### src/rtl/fetch_pkg.sv
// Instruction field layout and shared types for the fetch/issue front end.
package fetch_pkg;

  localparam int BR_BIT   = 31;
  localparam int IMM_BIT  = 30;
  localparam int CODE_MSB = 29;
  localparam int CODE_LSB = 27;
  localparam int RD_MSB   = 26;
  localparam int RD_LSB   = 23;
  localparam int RS1_MSB  = 22;
  localparam int RS1_LSB  = 19;
  localparam int RS2_MSB  = 18;
  localparam int RS2_LSB  = 15;
  localparam int IMM_MSB  = 14;

  typedef enum logic [0:0] {
    FETCH = 1'b0,
    DRAIN = 1'b1
  } fetch_state_t;

  function automatic logic [31:0] sext_imm(input logic [31:0] instr);
    return {{(31 - IMM_MSB){instr[IMM_MSB]}}, instr[IMM_MSB:0]};
  endfunction

endpackage

### src/rtl/fetch_fifo.sv
// Small circular buffer holding fetched {instruction, address} entries.
module fetch_fifo #(
  parameter int DEPTH = 2,
  parameter int WIDTH = 48,
  localparam int CNT_W = $clog2(DEPTH + 1),
  localparam int PTR_W = (DEPTH > 1) ? $clog2(DEPTH) : 1
) (
  input  logic             clk,
  input  logic             rst,
  input  logic             push,
  input  logic             pop,
  input  logic             clear,
  input  logic [WIDTH-1:0] din,
  output logic [CNT_W-1:0] count,
  output logic [WIDTH-1:0] head
);

  logic [WIDTH-1:0] mem [DEPTH];
  logic [PTR_W-1:0] rd_ptr;
  logic [PTR_W-1:0] wr_ptr;

  function automatic logic [PTR_W-1:0] bump(input logic [PTR_W-1:0] p);
    return (p == PTR_W'(DEPTH - 1)) ? '0 : p + PTR_W'(1);
  endfunction

  // The producer never pushes when full and never pops when empty.
  always_ff @(posedge clk) begin
    if (rst || clear) begin
      rd_ptr <= '0;
      wr_ptr <= '0;
      count  <= '0;
    end else begin
      if (push) begin
        mem[wr_ptr] <= din;
        wr_ptr      <= bump(wr_ptr);
      end
      if (pop) begin
        rd_ptr <= bump(rd_ptr);
      end
      count <= count + CNT_W'(push) - CNT_W'(pop);
    end
  end

  assign head = mem[rd_ptr];

endmodule

### src/rtl/instr_fetch_issue.sv
// Instruction fetch/issue front end: credit-limited fetch, response buffering,
// field split for decode and flush on branch redirect.
module instr_fetch_issue
  import fetch_pkg::*;
#(
  parameter int                ADDR_W     = 16,
  parameter int                FIFO_DEPTH = 2,
  parameter logic [ADDR_W-1:0] RESET_PC   = '0,
  parameter int                PC_STEP    = 4,
  localparam int               CNT_W      = $clog2(FIFO_DEPTH + 1)
) (
  input  logic              clk,
  input  logic              rst,
  output logic              imem_req_valid,
  input  logic              imem_req_ready,
  output logic [ADDR_W-1:0] imem_req_addr,
  input  logic              imem_rsp_valid,
  input  logic [31:0]       imem_rsp_data,
  input  logic              redirect_valid,
  input  logic [ADDR_W-1:0] redirect_pc,
  output logic              dec_valid,
  input  logic              dec_ready,
  output logic              branchBoolean,
  output logic              immediateBoolean,
  output logic [2:0]        Code,
  output logic [3:0]        rd,
  output logic [3:0]        rs1,
  output logic [3:0]        rs2,
  output logic [31:0]       imm,
  output logic [ADDR_W-1:0] dec_pc,
  output fetch_state_t      fsm_state,
  output logic [CNT_W-1:0]  outstanding
);

  // Handshakes: a transfer happens on a cycle where valid && ready; a valid
  // source holds its payload stable until that cycle.
  localparam int                E_W   = 32 + ADDR_W;
  localparam int                SUM_W = CNT_W + 1;
  localparam logic [ADDR_W-1:0] STEP  = ADDR_W'(PC_STEP);

  fetch_state_t      state_nx;
  logic [ADDR_W-1:0] pc, pc_nx;
  logic [ADDR_W-1:0] rsp_pc, rsp_pc_nx;
  logic [CNT_W-1:0]  out_nx, fifo_count, cnt_nx;
  logic              req_fire, push, pop, req_valid_nx;
  logic [E_W-1:0]    head;
  logic [31:0]       word;

  // Requests are strictly sequential, so the address of the next response is
  // the oldest outstanding address; one register replaces an address queue.
  always_comb begin
    req_fire  = imem_req_valid && imem_req_ready;
    push      = imem_rsp_valid && (fsm_state == FETCH) && !redirect_valid;
    pop       = dec_valid && dec_ready && !redirect_valid;
    out_nx    = outstanding + CNT_W'(req_fire) - CNT_W'(imem_rsp_valid);
    cnt_nx    = redirect_valid ? '0 : fifo_count + CNT_W'(push) - CNT_W'(pop);
    pc_nx     = redirect_valid ? redirect_pc : (req_fire ? pc + STEP : pc);
    rsp_pc_nx = redirect_valid ? redirect_pc : (push ? rsp_pc + STEP : rsp_pc);
    state_nx  = fsm_state;
    if (redirect_valid) begin
      state_nx = (out_nx != '0) ? DRAIN : FETCH;
    end else if ((fsm_state == DRAIN) && (out_nx == '0)) begin
      state_nx = FETCH;
    end
    req_valid_nx = (state_nx == FETCH) &&
                   ((SUM_W'(out_nx) + SUM_W'(cnt_nx)) < SUM_W'(FIFO_DEPTH));
  end

  always_ff @(posedge clk) begin
    if (rst) begin
      fsm_state      <= FETCH;
      pc             <= RESET_PC;
      rsp_pc         <= RESET_PC;
      outstanding    <= '0;
      imem_req_valid <= 1'b0;
    end else begin
      fsm_state      <= state_nx;
      pc             <= pc_nx;
      rsp_pc         <= rsp_pc_nx;
      outstanding    <= out_nx;
      imem_req_valid <= req_valid_nx;
    end
  end

  fetch_fifo #(
    .DEPTH (FIFO_DEPTH),
    .WIDTH (E_W)
  ) u_fifo (
    .clk   (clk),
    .rst   (rst),
    .push  (push),
    .pop   (pop),
    .clear (redirect_valid),
    .din   ({imem_rsp_data, rsp_pc}),
    .count (fifo_count),
    .head  (head)
  );

  assign imem_req_addr = pc;
  assign dec_valid     = (fifo_count != '0);

  // Fields read as zero whenever nothing is presented.
  assign word             = dec_valid ? head[E_W-1:ADDR_W] : '0;
  assign dec_pc           = dec_valid ? head[ADDR_W-1:0] : '0;
  assign branchBoolean    = word[BR_BIT];
  assign immediateBoolean = word[IMM_BIT];
  assign Code             = word[CODE_MSB:CODE_LSB];
  assign rd               = word[RD_MSB:RD_LSB];
  assign rs1              = word[RS1_MSB:RS1_LSB];
  assign rs2              = word[RS2_MSB:RS2_LSB];
  assign imm              = sext_imm(word);

endmodule

### config.mk
export PLATFORM = sky130hd
export DESIGN_NAME = instr_fetch_issue
export DESIGN_NICKNAME = d
export VERILOG_FILES = /design/src/rtl/fetch_pkg.sv /design/src/rtl/fetch_fifo.sv /design/src/rtl/instr_fetch_issue.sv
export SDC_FILE = /design/constraint.sdc
export NUM_CORES = 1
export LEC_CHECK = 0
export ABC_AREA = 1
export BUFFER_PORTS_ARGS = -buffer_cell sky130_fd_sc_hd__buf_2
export CORE_MARGIN = 2
export CORE_UTILIZATION = 59
export DETAILED_ROUTE_END_ITERATION = 7
export GPL_TIMING_DRIVEN = 0
export PLACE_DENSITY = 0.85
export SLEW_MARGIN = 20
export SYNTH_ARGS = -nofsm -noshare
export SYNTH_HDL_FRONTEND = slang
export SYNTH_HIERARCHICAL = 1
export SYNTH_SLANG_ARGS = --single-unit
### constraint.sdc
create_clock -name clk -period 12.3 [get_ports clk]
set_input_delay 2.46 -clock clk [delete_from_list [all_inputs] [get_ports clk]]
set_output_delay 2.46 -clock clk [all_outputs]
set_load 0.1 [all_outputs]
Word level (Yosys, flattened, before mapping). Memories as Yosys holds them, arrays and structs flattened. A register that Yosys moved wholly into a read port is not among the register bits. Index checks and enable logic that the tools add are counted.

Reduce and logical (&&, ||, !) cells: 14. Add/subtract/negate cells: 9. Magnitude comparators: 1. Bitwise logic cells: 2. Multiplexer cells: 17.

Operators by type and width (count): $mux 16 (5); $add 16x3->16 const B (2); $mux 32 (1); $mux 1 (10); $reduce_bool 2->1 (4); $logic_and 1x1->1 (7); $add 2x1->2 (2); $sub 2x1->2 (2); $add 2x2->3 (1); $lt 3x2->1 const B (1); $add 1x1->1 const B (2); $logic_not 2->1 (1); $mux 2 (1); $not 1->1 (2); $logic_not 1->1 (1); $logic_or 1x1->1 (1).

Bits of input ports: 54. Memory bits (writable): 96. Memories kept: 1. Logic and storage cells: 52. Flip-flop bits (word level): 40.

Memory list: u_fifo.mem (words 2, width 48, rd ports 1, clocked after memory_dff 1, write ports 1, line fetch_fifo.sv:18) `logic [WIDTH-1:0] mem [DEPTH];`.

Logic depth before layout (Yosys ltp).
Depth after elaboration: 9. Depth in mapped cells: 13. Depth with buffers taken out: 13.

By module. The synthesis kept the hierarchy.

By module, submodules not included: fetch_fifo (cells each 180, area an instance 3767.4 µm², instances 1); instr_fetch_issue (cells each 450, area an instance 2738.9 µm², instances 1).

Worst setup path after synthesis. Ideal clock, no wire load.

Kind: input to register. Start point: input port imem_rsp_valid. End point: memory u_fifo.mem[1][0], enable pin. Stages: 5. Slack: 5570 ps. Required time: 11787 ps. Arrival time: 6217 ps. Path through: nand2_1 nor2_1 buf_2 inv_1 nor3_1.

Cells in the longest elaborated chain, start to end: 5.

Ends and longest elaborated chain: start: declaration (line instr_fetch_issue.sv:17) `input logic imem_rsp_valid,`; $logic_and 1x1->1 (2 in a row) (line instr_fetch_issue.sv:53) `push = imem_rsp_valid && (fsm_state == FETCH) && !redirect_valid;`; via push (line instr_fetch_issue.sv:45) `logic req_fire, push, pop, req_valid_nx;`; $mux 1 (line fetch_fifo.sv:33) `if (push) begin`; $mux 1 (line fetch_fifo.sv:28) `if (rst || clear) begin`; $mux 1 (not written as such) (line fetch_fifo.sv:34) `mem[wr_ptr] <= din;`; end: declaration (line fetch_fifo.sv:18).

The timed path passes the listed nets, and every way through them passes these cells.

==> metrics.yaml <==
power:
  clockPowerShare: 0.415
  vdd_drop_max_mv: 0.124
  p_per_area_nw_per_um2: 164
  p_switching_mw: 0.399
  p_int_mw: 0.934
  seqPwrFrac: 0.397
  power_leakage_nw: 3.74
  power_mw: 1.33
  p_sw_frac: 0.300
  combPwrFrac: 0.188
critical_path:
  reg2reg_to: "imem_req_valid"
  crit_type: "register to output port"
  cp-end-kind: "output port"
  start_kind: "register"
  crit_required_ns: 9.84
  crit_arrival_ns: 2.83
  reg2reg_slack_ns: 9.14
  worstRegToRegCells: 12
  endpoint: "imm[19]"
  worstReg2RegStart: "u_fifo/count[1]"
  critical_path_peak_fanout: 18
job:
  cap_violations: 0
detailed_routing:
  drc_errors: 0
  ant_nets: 0
  wl_per_cell_um: 15.2
  wirelength_mm: 14.4
  drt-pass1-iter-count: 5
  drt_iter0_drc: 429
  via_per_inst: 5.26
  vias: 4985
timing:
  finalCriticalPeriod_ns: 5.29
  worst_slew_pin_slew_ns: 0.941
  grt_setup_unrepaired: "false"
  hold_viol: 0
  max_freq_mhz: 189
  period_share: 0.430
  slew_viol_final: 0
  maxSlewHeadroom: 0.370
  skew_ns: 0.00825
  finalSetupTns_ns: 0
  setup_viol: 0
cells_and_area:
  syn_to_final_growth_pct: 24.9
  final_cells: 948
  antennaDiodeCount: 0
  layout-drive-gt1-share: 0.350
  nets: 858
grt:
  grt_antenna_before_repair: 0
  grt_pass1_vias: 4871
  grt_overflow: 0
  grt_max_degree: 24
  grtUsageTotal: 0.257
  grt_pass1_wl_mm: 23.1
floorplan:
  die_h_um: 109
  design.die.area_um2: 11900
  ioPinCount: 140
  start_util: 0.603
  rows: 38
  fp.dieW_um: 109
  coreArea_um2: 10800
worst_hold_path:
  hold_class: "register to register"
  worstHoldStart: "rsp_pc[1]"
synthesis:
  synth_nets: 693
  synthTopCellsByArea: "edfxtp_1 44%, dfxtp_1 13%, inv_1 5.7%, mux2_2 4.8%, nand2_1 4.8%"
  yosys_most_used_dff: "edfxtp_1"
  synth-async-reset-ratio: 0
  synth.yosys.seq_area_share: 0.569
  syn_avg_cell_area_um2: 10.3
  yosysWarnings: 6
  mappedNetlistArea_um2: 6510
  synth_edf_count: 96
  synth_area_leader_cell: "edfxtp_1"
  synth_common_cells: "98 x inv_1, 96 x edfxtp_1, 83 x nand2_1, 80 x nor2_1, 41 x dfxtp_1"
  synth_cells: 630
  synth_top_cell_area_share: 0.443
  yosysMostFrequentCell: "inv_1"
  synth_seq_cells: 137
  synthDistinctLibCells: 39
place:
  dp_hpwl_mm: 9.98
  portBuffers: 139
  placedCellCount: 916
  place.gp.congestion: 0.842
cts:
  h-tree-depth: 4
  cts_resized: 0
  cts_tree: "done"
  clock-sinks: 137
  hold_buffers: 0
  postCtsSetupBuffers: 0
  cts-root-buf: "clkbuf_8"
  cts_buffer_depth: 2
  clk_pin_slew_worst_paths_ns: 0.06
  clock_latency_ns: 0.53
  cts_buffers: 17
run_status:
  status: "finished, final reports clean"
[kinds of logic after synthesis]
logic type / Yosys count / synth area share
buffers and inverters: 143 / 0.0990
xor gates and xnor gates: 7 / 0.00942
AOI/OAI and AO/OA: 62 / 0.0527
DFF: 137 / 0.569
muxes: 48 / 0.0946
adders and majority gates: 9 / 0.0185
and+or+nand+nor: 224 / 0.157
[cells in the final DEF (no fill, tap or decap), types with 20 or more instances in the layout]
cell,Yosys,layout
mux2_4,20,20
inv_1,98,98
dfxtp_1,41,41
mux2_2,28,28
buf_2,5,144
nand3_1,30,30
edfxtp_1,96,96
buf_4,19,23
a21oi_1,21,21
nand2_1,83,83
nor2_1,80,79
[cell type report]
type / count / area, um2
buffer: 35 / 239
clock buffer: 19 / 422
clock inverter: 13 / 225
fill: 698 / 2670
inverter: 108 / 405
multi-input combinational: 350 / 2170
sequential: 137 / 3700
tap: 140 / 175
timing repair buffer: 146 / 785
[power by group through the flow]
stage / logic [mW] / registers, mW / clock network [mW]
after floorplan: 0.140 / 0.597 / 0
after global placement: 0.243 / 0.537 / 0
after detailed placement: 0.250 / 0.538 / 0
after CTS: 0.252 / 0.529 / 0.560
after global routing: 0.266 / 0.531 / 0.580
final: 0.251 / 0.529 / 0.553
[sequential cells by signal (all words and copies together) (netlist names), named ones only]
register / cells
fsm_state: 1
imem_req_addr: 16
imem_req_valid: 1
outstanding: 2
rsp_pc: 16
u_fifo/count: 2
u_fifo/mem: 96
u_fifo/rd_ptr: 1
u_fifo/wr_ptr: 1
[routing by layer]
layer	global-route usage	share of wire	vias up
li1	-	-	2384
met1	0.306	0.41	2357
met2	0.449	0.50	226
met3	0.0681	0.079	18
met4	0.0897	0.010	0
met5	0	0	-
[worst max-delay path, stage by stage (launching register included)]
cell	delay, ns
dfxtp_1	0.37
buf_6	0.17
buf_6	0.19
mux2_4	0.17
inv_1	0.03
nor2_1	0.72
buf_4	0.23
buf_2	0.42
[stage by stage]
stage	hold slack [ns]	area, um2	worst slack [ns]	util
6_report	0.453	8130	7.01	0.753
4_1_cts	0.452	8130	6.93	0.753
3_3_place_gp	0.434	7380	3.75	0.684
5_1_grt	0.478	8130	6.77	0.753
2_1_floorplan	0.426	6510	5.57	-
3_5_place_dp	0.439	7480	7.41	0.693
[worst min path at each step]
| stage | end | slack, ns | cells past startpoint |
|---|---|---|---|
| 2_1_floorplan | u_fifo/mem[0][0] | 0.43 | 0 |
| 3_3_place_gp | u_fifo/mem[0][0] | 0.43 | 0 |
| 3_5_place_dp | u_fifo/mem[0][1] | 0.44 | 0 |
| 4_1_cts | u_fifo/mem[0][1] | 0.45 | 0 |
| 5_1_grt | u_fifo/mem[1][0] | 0.48 | 0 |
| 6_report | u_fifo/mem[0][1] | 0.45 | 0 |
Power figures use the tool's default switching activity.
